--- config.mk ---
export PLATFORM = sky130hd
export DESIGN_NAME = algo_hsv_mask_multi
export DESIGN_NICKNAME = d
export VERILOG_FILES = /design/src/rtl/algo_hsv_mask_multi.sv
export SDC_FILE = /design/constraint.sdc
export NUM_CORES = 2
export LEC_CHECK = 0
export CAP_MARGIN = 20
export CORE_ASPECT_RATIO = 2
export CORE_MARGIN = 1.5
export CORE_UTILIZATION = 40
export CTS_BUF_LIST = sky130_fd_sc_hd__clkbuf_8
export DETAILED_ROUTE_END_ITERATION = 8
export PLACE_DENSITY_LB_ADDON = 0.2
export SETUP_SLACK_MARGIN = 0.05
export SLEW_MARGIN = 20
export SYNTH_ARGS = -nofsm -noshare
export SYNTH_HDL_FRONTEND = slang
export SYNTH_SLANG_ARGS = --single-unit
--- constraint.sdc ---
create_clock -name clk -period 10 [get_ports clk]
set_input_delay 3 -clock clk [delete_from_list [all_inputs] [get_ports clk]]
set_output_delay 3 -clock clk [all_outputs]
set_load 0.05 [all_outputs]
--- src/rtl/algo_hsv_mask_multi.sv ---
// algo_hsv_mask_multi: per-channel HSV window masking with frame-swapped thresholds and per-frame hit statistics
module algo_hsv_mask_multi #(
  parameter int N_CH  = 4,
  parameter int X_W   = 11,
  parameter int Y_W   = 11,
  parameter int CNT_W = 22
) (
  input  logic             clk,
  input  logic             rst,
  input  logic             i_vs,
  input  logic             i_hs,
  input  logic             i_data_en,
  input  logic [7:0]       i_h_8b,
  input  logic [7:0]       i_s_8b,
  input  logic [7:0]       i_v_8b,
  input  logic             cfg_we,
  input  logic [2:0]       cfg_ch,
  input  logic [2:0]       cfg_addr,
  input  logic [7:0]       cfg_wdata,
  input  logic [2:0]       i_stat_ch,
  output logic             o_vs,
  output logic             o_hs,
  output logic             o_data_en,
  output logic [N_CH-1:0]  o_mask,
  output logic             o_stat_valid,
  output logic             o_stat_hit,
  output logic [CNT_W-1:0] o_stat_cnt,
  output logic [X_W-1:0]   o_xmin,
  output logic [X_W-1:0]   o_xmax,
  output logic [Y_W-1:0]   o_ymin,
  output logic [Y_W-1:0]   o_ymax
);
  typedef enum logic {WAIT_FRAME, RUN} state_t;
  state_t state_q, state_d;
  logic vs_prev_q, hs_prev_q, vs_rise, hs_fall, latch, stat_valid_q, line_px_q;
  logic [1:0] vs_q, hs_q, de_q;
  logic [N_CH-1:0] hit, m1_q, m2_q, sh_en_q, act_en_q;
  logic [7:0] sh_q [N_CH][6];
  logic [7:0] act_q [N_CH][6];
  logic [X_W-1:0] x_q;
  logic [Y_W-1:0] y_q;
  logic [CNT_W-1:0] acc_cnt_q [N_CH];
  logic [CNT_W-1:0] res_cnt_q [N_CH];
  logic [X_W-1:0] acc_xmin_q [N_CH];
  logic [X_W-1:0] acc_xmax_q [N_CH];
  logic [X_W-1:0] res_xmin_q [N_CH];
  logic [X_W-1:0] res_xmax_q [N_CH];
  logic [Y_W-1:0] acc_ymin_q [N_CH];
  logic [Y_W-1:0] acc_ymax_q [N_CH];
  logic [Y_W-1:0] res_ymin_q [N_CH];
  logic [Y_W-1:0] res_ymax_q [N_CH];

  assign vs_rise = i_vs & ~vs_prev_q;
  assign hs_fall = hs_prev_q & ~i_hs;

  always_ff @(posedge clk)
    state_q <= rst ? WAIT_FRAME : state_d;

  always_comb state_d = vs_rise ? RUN : state_q;

  always_comb latch = (state_q == RUN) && vs_rise;

  // hue window wraps through 0 when hmin > hmax
  always_comb begin
    hit = '0;
    for (int c = 0; c < N_CH; c++)
      hit[c] = i_data_en && act_en_q[c]
        && ((act_q[c][0] <= act_q[c][1])
            ? (i_h_8b >= act_q[c][0] && i_h_8b <= act_q[c][1])
            : (i_h_8b >= act_q[c][0] || i_h_8b <= act_q[c][1]))
        && i_s_8b >= act_q[c][2] && i_s_8b <= act_q[c][3]
        && i_v_8b >= act_q[c][4] && i_v_8b <= act_q[c][5];
  end

  always_ff @(posedge clk)
    if (rst) begin
      {vs_prev_q, hs_prev_q, stat_valid_q} <= '0;
      {vs_q, hs_q, de_q} <= '0;
      {m1_q, m2_q, sh_en_q, act_en_q} <= '0;
      for (int c = 0; c < N_CH; c++)
        for (int a = 0; a < 6; a++) begin
          sh_q[c][a]  <= {8{a[0]}};
          act_q[c][a] <= {8{a[0]}};
        end
    end else begin
      vs_prev_q    <= i_vs;
      hs_prev_q    <= i_hs;
      stat_valid_q <= latch;
      vs_q <= {vs_q[0], i_vs};
      hs_q <= {hs_q[0], i_hs};
      de_q <= {de_q[0], i_data_en};
      m1_q <= hit;
      m2_q <= m1_q;
      for (int c = 0; c < N_CH; c++) begin
        if (vs_rise) begin
          act_en_q[c] <= sh_en_q[c];
          for (int a = 0; a < 6; a++) act_q[c][a] <= sh_q[c][a];
        end
        if (cfg_we && cfg_ch == 3'(c)) begin
          if (cfg_addr == 3'd6) sh_en_q[c] <= cfg_wdata[0];
          else if (cfg_addr != 3'd7) sh_q[c][cfg_addr] <= cfg_wdata;
        end
      end
    end

  always_ff @(posedge clk)
    if (rst) begin
      x_q <= '0;
      y_q <= '0;
      line_px_q <= 1'b0;
    end else begin
      x_q <= !i_hs ? '0 : (i_data_en && x_q != '1) ? x_q + 1'b1 : x_q;
      y_q <= vs_rise ? '0 : (hs_fall && line_px_q && y_q != '1) ? y_q + 1'b1 : y_q;
      line_px_q <= (vs_rise || hs_fall) ? i_data_en : line_px_q | i_data_en;
    end

  // boundary-cycle pixel is excluded from the frame being latched
  always_ff @(posedge clk)
    for (int c = 0; c < N_CH; c++)
      if (rst || vs_rise) begin
        if (rst) begin
          res_cnt_q[c]  <= '0;
          res_xmin_q[c] <= '1;
          res_xmax_q[c] <= '0;
          res_ymin_q[c] <= '1;
          res_ymax_q[c] <= '0;
        end else if (latch) begin
          res_cnt_q[c]  <= acc_cnt_q[c];
          res_xmin_q[c] <= acc_xmin_q[c];
          res_xmax_q[c] <= acc_xmax_q[c];
          res_ymin_q[c] <= acc_ymin_q[c];
          res_ymax_q[c] <= acc_ymax_q[c];
        end
        acc_cnt_q[c]  <= '0;
        acc_xmin_q[c] <= '1;
        acc_xmax_q[c] <= '0;
        acc_ymin_q[c] <= '1;
        acc_ymax_q[c] <= '0;
      end else if (hit[c]) begin
        acc_cnt_q[c]  <= acc_cnt_q[c] == '1 ? acc_cnt_q[c] : acc_cnt_q[c] + 1'b1;
        acc_xmin_q[c] <= x_q < acc_xmin_q[c] ? x_q : acc_xmin_q[c];
        acc_xmax_q[c] <= x_q > acc_xmax_q[c] ? x_q : acc_xmax_q[c];
        acc_ymin_q[c] <= y_q < acc_ymin_q[c] ? y_q : acc_ymin_q[c];
        acc_ymax_q[c] <= y_q > acc_ymax_q[c] ? y_q : acc_ymax_q[c];
      end

  always_comb begin
    o_stat_cnt = '0;
    o_xmin = '0;
    o_xmax = '0;
    o_ymin = '0;
    o_ymax = '0;
    for (int c = 0; c < N_CH; c++)
      if (i_stat_ch == 3'(c)) begin
        o_stat_cnt = res_cnt_q[c];
        o_xmin = res_xmin_q[c];
        o_xmax = res_xmax_q[c];
        o_ymin = res_ymin_q[c];
        o_ymax = res_ymax_q[c];
      end
    o_stat_hit = o_stat_cnt != '0;
  end

  assign o_vs = vs_q[1];
  assign o_hs = hs_q[1];
  assign o_data_en = de_q[1];
  assign o_mask = m2_q;
  assign o_stat_valid = stat_valid_q;
endmodule

# Yosys cells after proc, flatten, opt, wreduce, memory -nomap -nowiden
# Memories as Yosys holds them, arrays and structs flattened.
# Cells that the tools add are included.
# word_totals
ff_bits,49
latch_bits,0
ram_bits,912
mem_bits_ro,0
out_inout_bits,75
elab_cells,751
mem_count,12
# memory_table
memory,words,width,rd,rd_clocked_by_memory_dff,write_ports,line_no,text
act_q,4,48,4,0,4,39,logic [7:0] act_q [N_CH][6];
sh_q,4,48,4,0,4,38,logic [7:0] sh_q [N_CH][6];
acc_cnt_q,4,22,4,0,4,42,logic [CNT_W-1:0] acc_cnt_q [N_CH];
res_cnt_q,4,22,4,0,4,43,logic [CNT_W-1:0] res_cnt_q [N_CH];
acc_xmax_q,4,11,4,0,4,45,logic [X_W-1:0] acc_xmax_q [N_CH];
acc_xmin_q,4,11,4,0,4,44,logic [X_W-1:0] acc_xmin_q [N_CH];
6 more memories,--,--,--,--,--,--,
# op_classes
add_sub_neg,6
n_mul,0
n_div,0
order_cmp,46
eq_ne,14
shifts,0
muxes,342
bitwise,262
reduce_logical,52
# ops
cell,n
two-way mux 11 bit,64
two-way mux 22 bit,16
bitwise OR 1 bit,257
two-way mux 1 bit,232
two-way mux 8 bit,25
two-way mux 48 bit,4
less-or-equal comparator 8 bit,16
>= comparator 8 bit,12
adder 22 x 1 -> 22 bit (second input constant),4
== test 22 bit (second input constant),4
> comparator 11 bit,8
less-than comparator 11 bit,8
logical AND 1 bit,37
demux 8 bit (select 3 bit),1
adder 11 x 1 -> 11 bit (second input constant),2
!= test 11 bit (second input constant),2
nonzero test 22 bit,1
== test 3 x 2 -> 1 bit (second input constant),4
AND reduction 2 bit,4
== test 3 x 1 -> 1 bit (second input constant),2
zero test 3 bit,2
logical OR 1 bit,6
>= comparator 4 bit (second input constant),1
less-than comparator 4 x 1 -> 1 bit (second input constant),1
6 further kinds,9

# Logic depth before layout (Yosys ltp)
# An unclocked memory read counts as a cell.
# depth
depth_word,13
depth_mapped,10
depth_no_buf,8

# Worst setup path after synthesis
# Ideal clock, no wire load.
# synth_timing
kind,input to register
startpoint,input port rst
endpoint,memory acc_xmin_q[0][0] (enable)
arrival_time_ps,9771
t_required_ps,9647
slack_ps,-123
path_stages,6
path_cell_list,clkbuf_1 > a21oi_1 > inv_1 > clkbuf_1 > buf_1 > a31o_1
# synth_lines
element,line_no,text
from (decl),9,"input logic rst,"
to (decl),44,

# Worst setup path after layout
# layout_timing
startpoint,input port i_stat_ch[0]
endpoint,output port o_stat_hit
# layout_between
elab_chain_cells,6
# layout_rtl
element,line_no,text
from (decl),20,"input logic [2:0] i_stat_ch,"
zero test 3 bit,154,if (i_stat_ch == 3'(c)) begin
two-way mux 22 bit (3 in a row),154,
two-way mux 22 bit (*),154,
nonzero test 22 bit (*),161,o_stat_hit = o_stat_cnt != '0;
to (decl),26,"output logic o_stat_hit,"
# Mark *: on every way between the ends. The rest lies on a longest branch, timed or not.

==> results.md <==
- Most frequent cell after synthesis: edfxtp_1
- Die height: 497.8 um
- Crit Reg-Reg Endpoint: res_ymax_q[2][4]$_SDFFCE_PN0P_
- Hold WS: 0.4406 ns
- Outcome: complete, no violations
- Post-synth ARST share: 0%
- Critical path launch point type: primary input
- Post-CTS Resized: 0
- Clock transition at the registers of the reported paths: 0.07 ns
- Die W: 250.4 um
- Fin crit share: 87.14%
- Crit path DAT: 5.71 ns
- Post-CTS setup buffers: 0
- Clk sinks: 959
- M3 GR Usage: 3.161%
- CTS Root Cell: clkbuf_8
- RSZ-0062 raised after global routing: no
- Largest net degree at the start of global routing: 173
- Synth Warn #: 0
- Netlist Area Pre-Place: 0.04897 sq mm
- Post-Route WL: 137300 um
- Register area share after synthesis: 56.05%
- Post-synth EDFFs: 824
- Most Used Layer, Global Route: met2
- CP Max Fanout: 29
- Total number of vias: 32760
- Effective utilization at floorplan: 40.27%
- Die area: 0.1247 sq mm
- CP Launch Point: i_stat_ch[0]
- Fraction of layout instances using a drive strength above 1: 10.16%
- Overflow left after global routing: 0
- Vias in the first global route: 33510
- Worst r2r path cells: 3
- TritonCTS clock tree: done
- Fin util: 45.00%
- Count of cell types in the netlist: 88
- WS Path Type: primary input to primary output
- Reg2reg setup slack: 6.16 ns
- Hpwl dp: 97630 um
- Synth top area share: 50.53%
- First-pass GRT wire length: 204800 um
- Min-Delay Path Depth: 1
- Tmin final: 8.714 ns
- Hold Fails Final Rpt: 0
- Top post-synthesis cells by area: edfxtp_1 51%, ha_1 10%, dfxtp_1 5.5%
- Met1 Track Usage GR: 22.93%
- Required @ worst endpoint: 7.00 ns
- Worst Hold End: de_q[1]$_SDFF_PP0_
- Vias/cell: 5.508
- Mapped Cells: 4165
- Post-Route Skew: 0.05953 ns
- Initial antenna violation count: 7
- Hold WC Path Type: flop to flop
- Num CTS Buffers: 141
- Met2 Track Usage GR: 42.91%
- Core area: 0.1216 sq mm
- Syn_nets: 4610
- DRT antenna net count: 0
- CTS H-tree depth: 4
- Worst setup EP type: primary output
- Worst Tran Pin Value: 1.105 ns
- Final setup viols: 0
- Area leader, netlist: edfxtp_1
- GPL Wtd Cong: 0.8553
- Post-DR wirelength/cell: 23.08 um
- Pre-antenna DRT Iters: 7
- Hold_sp: de_q[0]$_SDFF_PP0_
- Max Fclk: 0.1148 GHz
- GRT Resource Usage Total: 22.13%
- Bufs on Longest Clock Path: 3
- Max IR drop VDD: 145.2 uV
- Number of max-cap violations: 0
- # DRC: 0
- # IOs: 122
- Area growth syn-to-layout: 11.75%
- Cell Pwr Density: 158.5 mW/mm^2
- Synthesis-stage register bit count: 959
- Rel. slew slack: 25.53%
- Row count: 181
- Static Leak: 21.78 nW
- Slew Viols, Final: 0
- Port Buf Inserts: 121
- Clk_lat worst skew: 0.87 ns
- Post-Route Setup TNS: 0 ns
- Post-synth top flop: edfxtp_1
- Hold_buf cts: 0
- Most frequent cells after synthesis: 824 x edfxtp_1, 398 x ha_1, 351 x inv_1
- Syn_area_per_cell: 11.76 sq um
- Iter 0 DRT Violations: 1983
- Launching point of the worst reg2reg path: state_q$_SDFFE_PP0P_
- Final Net Count: 4719
metrics by stage:
| stage | cells | setup WS, ns | area (sq um) | power, mW |
|---|---|---|---|---|
| after floorplan | 4165 | 0.3840 | 48980 | 5.152 |
| after global placement | 5686 | 1.213 | 51830 | 5.462 |
| after detailed placement | 5686 | 1.223 | 51840 | 5.476 |
| after CTS | 5943 | 1.220 | 54700 | 8.752 |
| after global routing | 5945 | 1.023 | 54720 | 8.973 |
| final | 5947 | 1.286 | 54720 | 8.672 |
flip-flops by register name, indices dropped and copies added, names as in the netlist, 44 cells and up:
signal	flops
act_q	192
acc_xmax_q	44
res_ymax_q	44
acc_ymax_q	44
res_xmin_q	44
res_xmax_q	44
acc_ymin_q	44
acc_xmin_q	44
res_ymin_q	44
res_cnt_q	88
sh_q	192
acc_cnt_q	88
kinds of logic after synthesis:
group | share of synthesized area, %
buf+inv | 4.724
fa+ha+maj | 10.21
xor+xnor | 1.628
mux | 3.723
compound gates | 5.621
flops | 56.05
simple gates | 18.04
per-layer routing:
metal / up-vias / part of all wire, %
li1: 15470 / -
met2: 874 / 55
met3: 314 / 3.9
met1: 16090 / 36
met5: - / 0.023
met4: 4 / 4.7
final cells by class:
cell class,count,area [sq um]
well taps,1555,1946
clock buffers,158,2175
diodes,4,10.01
fillers,11170,66890
clock inverters,99,689.4
multi-input cells,2626,19370
flip-flops and latches,959,27450
repair buffers,193,1749
inverters,353,1333
critical path, stage by stage:
cell             delay (ns)
buf_4                  0.30
buf_4                  0.53
mux4_2                 0.56
nor2b_1                0.15
nor4_1                 0.32
nand4_1                0.13
clkdlybuf4s50_1        0.71
cells in the final DEF (no fill, tap or decap), types with 11 or more instances in the layout:
master and count:
a2111oi_0 14, a211oi_1 15, a21o_1 21, a21oi_1 134, and2_1 21, and3_1 315, and4_1 17, buf_4 71
clkbuf_8 158, clkdlybuf4s50_1 112, clkinv_1 22, clkinv_2 16, dfxtp_1 134, edfxtp_1 824, ha_1 398, inv_1 391
mux2i_1 37, mux4_2 63, nand2_1 328, nand2b_1 128, nand3_1 149, nand3_2 21, nand4_1 99, nor2_1 172
nor2b_1 99, nor3_1 126, nor3_2 24, nor4_1 50, o211ai_1 21, o21a_1 23, o21ai_0 68, or3_1 11
xnor2_1 40, xor2_1 51
report_power, final:
part / internal, mW / switching [mW]
logic: 0.243 / 0.579
registers: 4.48 / 0.0826
clock network: 1.69 / 1.60
total: 6.42 / 2.26
how the worst max path moves through the flow:
stage,cells past startpoint,end,slack (ns)
6_report,7,o_stat_hit,1.29
5_1_grt,7,o_stat_hit,1.02
4_1_cts,7,o_stat_hit,1.22
3_5_place_dp,7,o_stat_hit,1.22
3_3_place_gp,7,o_stat_hit,1.21
2_1_floorplan,6,acc_xmin_q[0][0]$_SDFFCE_PN1P_,0.38
Note: power is estimated with default switching activity, not from simulation.
